`src/rtl/cordic_pkg.sv`:
```
// Shared constants, tag type and helpers for the CORDIC phase-preparation front end.
package cordic_pkg;

  localparam int                 CORDIC_W        = 16;
  localparam logic signed [31:0] PIO2_Q14        = 32'sd25736;
  localparam logic signed [15:0] CORDIC_GAIN_Q14 = 16'sd9949;
  localparam int                 CORDIC_LAT      = 16;

  typedef struct packed {
    logic valid;
    logic flip;
  } cordic_tag_t;

  // Negation that cannot overflow: the most negative code maps to the most positive.
  function automatic logic signed [15:0] neg_sat(input logic signed [15:0] v);
    return (v == 16'sh8000) ? 16'sh7fff : -v;
  endfunction

endpackage

```
`src/rtl/cordic_tag_delay.sv`:
```
// Fixed-depth shift register of {valid, flip} tags, matched to the CORDIC core latency.
module cordic_tag_delay
  import cordic_pkg::*;
#(
  parameter int DEPTH = 16
)(
  input  logic        clk,
  input  logic        reset_n,
  input  cordic_tag_t d,
  output cordic_tag_t q
);

  cordic_tag_t pipe [DEPTH];

  always_ff @(posedge clk or negedge reset_n) begin
    if (!reset_n) begin
      for (int i = 0; i < DEPTH; i++) pipe[i] <= '0;
    end else begin
      pipe[0] <= d;
      for (int i = 1; i < DEPTH; i++) pipe[i] <= pipe[i-1];
    end
  end

  assign q = pipe[DEPTH-1];

endmodule

```
`src/rtl/cordic_phase_prep.sv`:
```
// Phase reduction and operand drive for a rotation-mode CORDIC core, plus result tagging.
// Optional output negation stage is enabled by defining CORDIC_PREP_POSTFIX_EN.
module cordic_phase_prep
  import cordic_pkg::*;
#(
  parameter int                 WIDTH       = CORDIC_W,
  parameter int                 CORDIC_LAT  = cordic_pkg::CORDIC_LAT,
  parameter logic signed [15:0] CORDIC_GAIN = CORDIC_GAIN_Q14
)(
  input  logic                    clk,
  input  logic                    reset_n,
  input  logic [WIDTH-1:0]        phase_in,
  input  logic                    phase_valid,
  output logic signed [WIDTH-1:0] x_start,
  output logic signed [WIDTH-1:0] y_start,
  output logic signed [WIDTH-1:0] angle,
  output logic                    operands_val,
  output logic                    res_valid,
  output logic                    res_flip,
`ifdef CORDIC_PREP_POSTFIX_EN
  input  logic signed [WIDTH-1:0] cordic_sine,
  input  logic signed [WIDTH-1:0] cordic_cosine,
  output logic signed [WIDTH-1:0] sine_out,
  output logic signed [WIDTH-1:0] cosine_out,
`endif
  output logic [4:0]              occupancy
);

  logic                    valid_a;
  logic                    flip_a;
  logic signed [WIDTH-1:0] red_a;
  logic                    flip_in;
  logic                    flip_b;
  logic signed [31:0]      prod;
  logic signed [31:0]      prod_rnd;
  cordic_tag_t             tag_in;
  cordic_tag_t             tag_out;

  // Phases in quadrants 1 and 2 are rotated by pi so the core only sees [-pi/2, pi/2).
  assign flip_in = phase_in[15] ^ phase_in[14];

  always_ff @(posedge clk or negedge reset_n) begin
    if (!reset_n) begin
      valid_a <= 1'b0;
      flip_a  <= 1'b0;
      red_a   <= '0;
    end else begin
      valid_a <= phase_valid;
      flip_a  <= phase_valid & flip_in;
      red_a   <= flip_in ? $signed(phase_in ^ 16'h8000) : $signed(phase_in);
    end
  end

  always_comb begin
    prod     = $signed({{16{red_a[15]}}, red_a}) * PIO2_Q14;
    prod_rnd = prod + 32'sd8192;
  end

  always_ff @(posedge clk or negedge reset_n) begin
    if (!reset_n) begin
      operands_val <= 1'b0;
      flip_b       <= 1'b0;
      x_start      <= '0;
      angle        <= '0;
    end else begin
      operands_val <= valid_a;
      flip_b       <= flip_a;
      x_start      <= valid_a ? CORDIC_GAIN : '0;
      angle        <= valid_a ? prod_rnd[29:14] : '0;
    end
  end

  assign y_start = '0;

  assign tag_in = {operands_val, flip_b};

  cordic_tag_delay #(.DEPTH(CORDIC_LAT)) u_tag_delay (
    .clk     (clk),
    .reset_n (reset_n),
    .d       (tag_in),
    .q       (tag_out)
  );

`ifdef CORDIC_PREP_POSTFIX_EN
  // Extra register stage keeps the flags aligned with the corrected results.
  always_ff @(posedge clk or negedge reset_n) begin
    if (!reset_n) begin
      res_valid  <= 1'b0;
      res_flip   <= 1'b0;
      sine_out   <= '0;
      cosine_out <= '0;
    end else begin
      res_valid  <= tag_out.valid;
      res_flip   <= tag_out.flip;
      sine_out   <= tag_out.flip ? neg_sat(cordic_sine)   : cordic_sine;
      cosine_out <= tag_out.flip ? neg_sat(cordic_cosine) : cordic_cosine;
    end
  end
`else
  assign res_valid = tag_out.valid;
  assign res_flip  = tag_out.flip;
`endif

  always_ff @(posedge clk or negedge reset_n) begin
    if (!reset_n) begin
      occupancy <= '0;
    end else begin
      case ({phase_valid, res_valid})
        2'b10:   occupancy <= occupancy + 5'd1;
        2'b01:   occupancy <= occupancy - 5'd1;
        default: occupancy <= occupancy;
      endcase
    end
  end

endmodule

```
`config.mk`:
```
export PLATFORM = sky130hd
export DESIGN_NAME = cordic_phase_prep
export DESIGN_NICKNAME = d
export VERILOG_FILES = /design/src/rtl/cordic_pkg.sv /design/src/rtl/cordic_tag_delay.sv /design/src/rtl/cordic_phase_prep.sv
export SDC_FILE = /design/constraint.sdc
export NUM_CORES = 1
export LEC_CHECK = 0
export BUFFER_PORTS_ARGS = -buffer_cell sky130_fd_sc_hd__buf_2
export CAP_MARGIN = 10
export CORE_UTILIZATION = 30
export CTS_CLUSTER_SIZE = 24
export DETAILED_ROUTE_END_ITERATION = 8
export PLACE_DENSITY_LB_ADDON = 0.3
export SYNTH_ARGS = -nofsm -noshare
export SYNTH_HDL_FRONTEND = slang
export SYNTH_HIERARCHICAL = 1
export SYNTH_SLANG_ARGS = --single-unit
export TNS_END_PERCENT = 10
```
`constraint.sdc`:
```
create_clock -name clk -period 4.9 [get_ports clk]
set_clock_uncertainty 0.2 [all_clocks]
set_input_delay 0.245 -clock clk [delete_from_list [all_inputs] [get_ports clk]]
set_output_delay 0.245 -clock clk [all_outputs]
set_load 0.01 [all_outputs]
```
Word-level counts from Yosys, hierarchy flattened
Index checks and enable logic that the tools add are counted.
{"block": "op_classes", "addsub": 3, "n_mul": 1, "eq_ne": 2, "mux": 4, "n_bitwise": 3, "n_reduce_logical": 1}
{"op": "$mux W16", "count": 2}
{"op": "$add A30 B15 Y30 const B", "count": 1}
{"op": "$mul A16 B13 Y27 const B", "count": 1}
{"op": "$mux W14", "count": 1}
{"op": "$pmux W5 S2", "count": 1}
{"op": "$add A5 B1 Y5 const B", "count": 1}
{"op": "$sub A5 B1 Y5 const B", "count": 1}
{"op": "$eq A2 B1 Y1 const B", "count": 1}
{"op": "$eq A2 B2 Y1 const B", "count": 1}
{"op": "$reduce_bool A2 Y1", "count": 1}
{"op": "$and A1 B1 Y1", "count": 1}
{"op": "$not A1 Y1", "count": 1}
{"op": "$xor A1 B1 Y1", "count": 1}
{"block": "word_totals", "register_bits": 87, "in_bits": 19, "out_inout_bits": 56, "elab_cells": 54}

Logic depth before layout (Yosys ltp)
{"block": "logic_depth", "word_depth": 3, "depth_mapped": 17, "ltp_nobuf": 17}

By module
The synthesis kept the hierarchy.
{"module": "cordic_phase_prep", "n_inst": 1, "cells_each": 473, "area_each_um2": 4739.5, "seq_area_each_um2": 1026.0}
{"module": "cordic_tag_delay", "n_inst": 1, "cells_each": 34, "area_each_um2": 815.8, "seq_area_each_um2": 800.8}

Worst setup path after synthesis
No wires, ideal clock.
{"block": "synth_path", "kind": "reg-to-reg", "from": "register red_a[2]", "to": "register angle[11]", "arrival_ps": 4894, "required_ps": 4623, "setup_slack_ps": -271, "stages_incl_launch_ff": 15, "n_path_buf": 0, "path_cell_list": "dfrtp_1 -> ha_1 -> fa_1 -> fa_1 -> fa_1 -> ha_1 -> ha_1 -> a21o_1 -> a31o_1 -> a221o_1 -> nor3_4 -> o211ai_4 -> or4_4 -> or3_1 -> a21oi_1"}
{"block": "synth_via", "elab_chain_len": 3}
{"element": "from (decl)", "line_no": "cordic_phase_prep.sv:31", "text": "logic signed [WIDTH-1:0] red_a;"}
{"element": "from (signal assigned)", "line_no": "cordic_phase_prep.sv:50", "text": "red_a <= flip_in ? $signed(phase_in ^ 16'h8000) : $signed(phase_in);"}
{"element": "$mul A16 B13 Y27", "line_no": "cordic_phase_prep.sv:55", "text": "prod = $signed({{16{red_a[15]}}, red_a}) * PIO2_Q14;"}
{"element": "$add A30 B15 Y30", "line_no": "cordic_phase_prep.sv:56", "text": "prod_rnd = prod + 32'sd8192;"}
{"element": "$mux W16", "line_no": "cordic_phase_prep.sv:69", "text": "angle <= valid_a ? prod_rnd[29:14] : '0;"}
{"element": "to (signal assigned)", "line_no": "cordic_phase_prep.sv:69"}
{"element": "to (decl)", "line_no": "cordic_phase_prep.sv:16", "text": "output logic signed [WIDTH-1:0] angle,"}
No other way between the ends.
A chain may end at the register's enable or synchronous reset.

Worst setup path after layout
{"block": "layout_path", "from": "register red_a[5]", "to": "register angle[11]"}
Same word-level chain as after synthesis.

==> impl_results.md <==
* Reg power frac at 0.152
* Comb pwr share at 0.714
* WL final at 10800 um
* Status: complete, but fails checks
* CP bufs+invs at 0
* Total grt overflow at 0
* Die H at between 100 and 150 um
* Vias at about 3800
* Top Family by Delay on Critical Path: adder cells
* Worst slew margin at 0.419
* Unrepaired setup endpoints after global routing: true
* Slowest stage cell, crit path: fa_1
* Num rows at just under 50
* DR iter-0 viols at between 150 and 200
* Starting density of the core at 0.307
* EDFF count, synth at 0
* Startpoint Class: flop
* Fin crit share at 1.01
* Critical path depth in cells at 14
* Pre-antenna DRT Iters at 6
* IO Port Bufs at roughly 50
* Prevailing post-synth register cell: dfrtp_1
* Tot Pwr at just under 5 mW
* Psw at 2.04 mW
* Clock buffer depth at 2
* P per Cell Area at approximately 700 mW/mm^2
* Share of the synthesized area in the top cell type at 0.329
* I/O Pins at 75
* Fin. Hold Viols at 0
* Die span in x at about 140 um
* First-pass GRT wire length at ~18000 um
* Max-slew violation total from the final report at 0
* P&R area growth vs syn at 27.1%
* Largest stage delay, worst path at about 0.51 ns
* Clock power frac at 0.134
* Reg2Reg Depth at 14
* WHS Path Cells at 0
* Worst hold slack at 0.142 ns
* Min cycle time layout at roughly 5 ns
* Core Area at around 0.018 mm^2
* Via density per instance at approximately 4.4
* YS warnings at 6
* Initial antenna violation count at 0
* Post-route ant nets at 0
* Critical path class: reg2reg
* Dpl ws at -0.0952 ns
* Yosys reg bits at 73
* P_leak at between 3 and 4 nW
* CTS tree: built
* Die area at ~0.019 mm^2
* Setup tns final at -0.0316 ns
* Crit-path max FO at 5
* Worst-path clk slew at about 0.060 ns
* Worst-path cell chain: ha_1, fa_1, fa_1, fa_1, ha_1, ha_4, nand4_1, a211o_1, o21a_1, xnor2_2, o211ai_4, or4_4, or3_1, a21oi_2
* Critical path's most frequent cell: fa_1
* Failing checks: DRC, setup timing
* Drc violations at 16
* FF+latch area at approximately 0.0018 mm^2
* HP Class: reg2reg
* Most area-hungry cell type in the Yosys netlist: dfrtp_1
* Synth cell types at 59
* Int Pwr at 2.92 mW
* Largest net degree at the start of global routing at 74
* Clk Latency, worst-skew pair at approximately 0.34 ns
* Worst-margin pin slew at slightly below 0.9 ns
* Multi-input gate area at between 0.003 and 0.004 mm^2
* GRT Util Overall at 0.120
* Crit path required time at between 4 and 5 ns
* Max Clock Freq at about 200 MHz
* CTS HTree Levels at 3
* Fillers at 1737
* Commonest cells post-synth: dfrtp_1 (73), ha_1 (73), inv_1 (39), fa_1 (36), buf_4 (34)
* Dpl hpwl at roughly 8700 um
* Drt wl/cell at roughly 13 um
* Endpoints failing setup at 1
* RePlAce Congestion at slightly above 0.8
* Asr flop ratio synth at 1.00
* CP arrival at roughly 5.0 ns
* Synth top area cells: dfrtp_1 (33%), ha_1 (16%), fa_1 (13%), buf_4 (4.6%), xnor2_1 (3.9%)
* Crit. End Element: flop
* CTS sink count at 73
* Sw Ratio at 0.412
* Layout net count at ~760
* Max-Cap Viols at 0
* Max VDD drop at roughly 0.32 mV
* Antenna cell count at 0
* Syn avg cell area at between 10 and 15 um^2
* CTS Buf Count at 9
* Post-Syn Area at between 0.005 and 0.006 mm^2
* Vias in the first global route at 3929
* Synth Instances at about 510
* Root Buffer: clkbuf_16
* Register area share after synthesis at 0.329
* Final worst setup slack at -0.0316 ns
* Share of layout cells above drive strength 1 at 0.265
[state kept, by name, indices dropped and copies added, names as in the netlist]
register          count
u_tag_delay/pipe     30
angle                16
red_a                16
occupancy             5
u_tag_delay/q         2
flip_a                1
flip_b                1
valid_a               1
x_start               1
[cell type report]
| class | count | area share |
|---|---|---|
| multi-input combinational | 374 | 0.509 |
| sequential | 73 | 0.259 |
| timing repair buffer | 131 | 0.128 |
| tap | 229 | 0.0406 |
| clock buffer | 12 | 0.0363 |
| inverter | 39 | 0.0207 |
| clock inverter | 4 | 0.00726 |
[final timing paths]
kind,startpoint,end,slack [ns]
worst max-delay path,red_a[5]$_DFF_PN0_,angle[11]$_DFF_PN0_,-0.03
worst min-delay path,u_tag_delay/pipe[20]$_DFF_PN0_,u_tag_delay/pipe[18]$_DFF_PN0_,0.14
worst max register to register,red_a[5]$_DFF_PN0_,angle[11]$_DFF_PN0_,-0.03
worst min register to register,u_tag_delay/pipe[20]$_DFF_PN0_,u_tag_delay/pipe[18]$_DFF_PN0_,0.14
max in group asynchronous,reset_n,red_a[12]$_DFF_PN0_,3.56
min in group asynchronous,reset_n,occupancy[1]$_DFFE_PN0P_,0.36
[metrics by stage]
stage | util | cells | cell area, um^2
floorplan | - | 529 | 5700
detailed placement | 0.353 | 826 | 6390
CTS | 0.385 | 860 | 6970
finish | 0.390 | 862 | 7060
global route | 0.390 | 862 | 7060
global placement | 0.353 | 826 | 6390
[kinds of logic after synthesis]
group	Yosys count	synth area share
other	1	0.000675
adder cells (fa/ha/maj)	110	0.296
XOR/XNOR	45	0.0723
AO/OA/AOI/OAI	85	0.107
AND/OR/NAND/NOR	100	0.0950
multiplexers	11	0.0212
flip-flops	73	0.329
buffers and inverters	82	0.0793
[routing by layer]
layer,up-vias,part of all wire,track usage
li1,1934,-,-
met4,0,0.017,0.0497
met5,-,0,0
met2,66,0.47,0.198
met1,1796,0.48,0.154
met3,12,0.031,0.0218
[power by group through the flow]
stage | clock network, mW | logic, mW | registers, mW
2_1_floorplan | 0 | 2.13 | 0.803
4_1_cts | 0.696 | 3.41 | 0.759
6_report | 0.666 | 3.54 | 0.756
5_1_grt | 0.719 | 3.96 | 0.770
3_3_place_gp | 0 | 3.19 | 0.769
3_5_place_dp | 0 | 3.24 | 0.770
[layout by cell type, fill, tap and decap left out, types with 11 or more instances in the layout]
cell           instances
xnor2_1               24
ha_1                  62
o21ai_0               14
conb_1                23
dfrtp_1               73
buf_4                 63
dlygate4sd3_1         18
nand2_1               23
xor2_1                19
nor2_1                22
fa_1                  36
a21oi_1               17
inv_1                 39
buf_2                 50
ha_4                  11
[repair_timing]
action | in CTS | in global routing
hold buffers | 18 | 0
pin swaps | 2 | 8
endpoints found under the setup margin | 5 | 11
gates resized for setup | 12 | 14
endpoints found under the hold margin | 91 | 0
setup buffers | 0 | 2
Power figures use the tool's default switching activity.
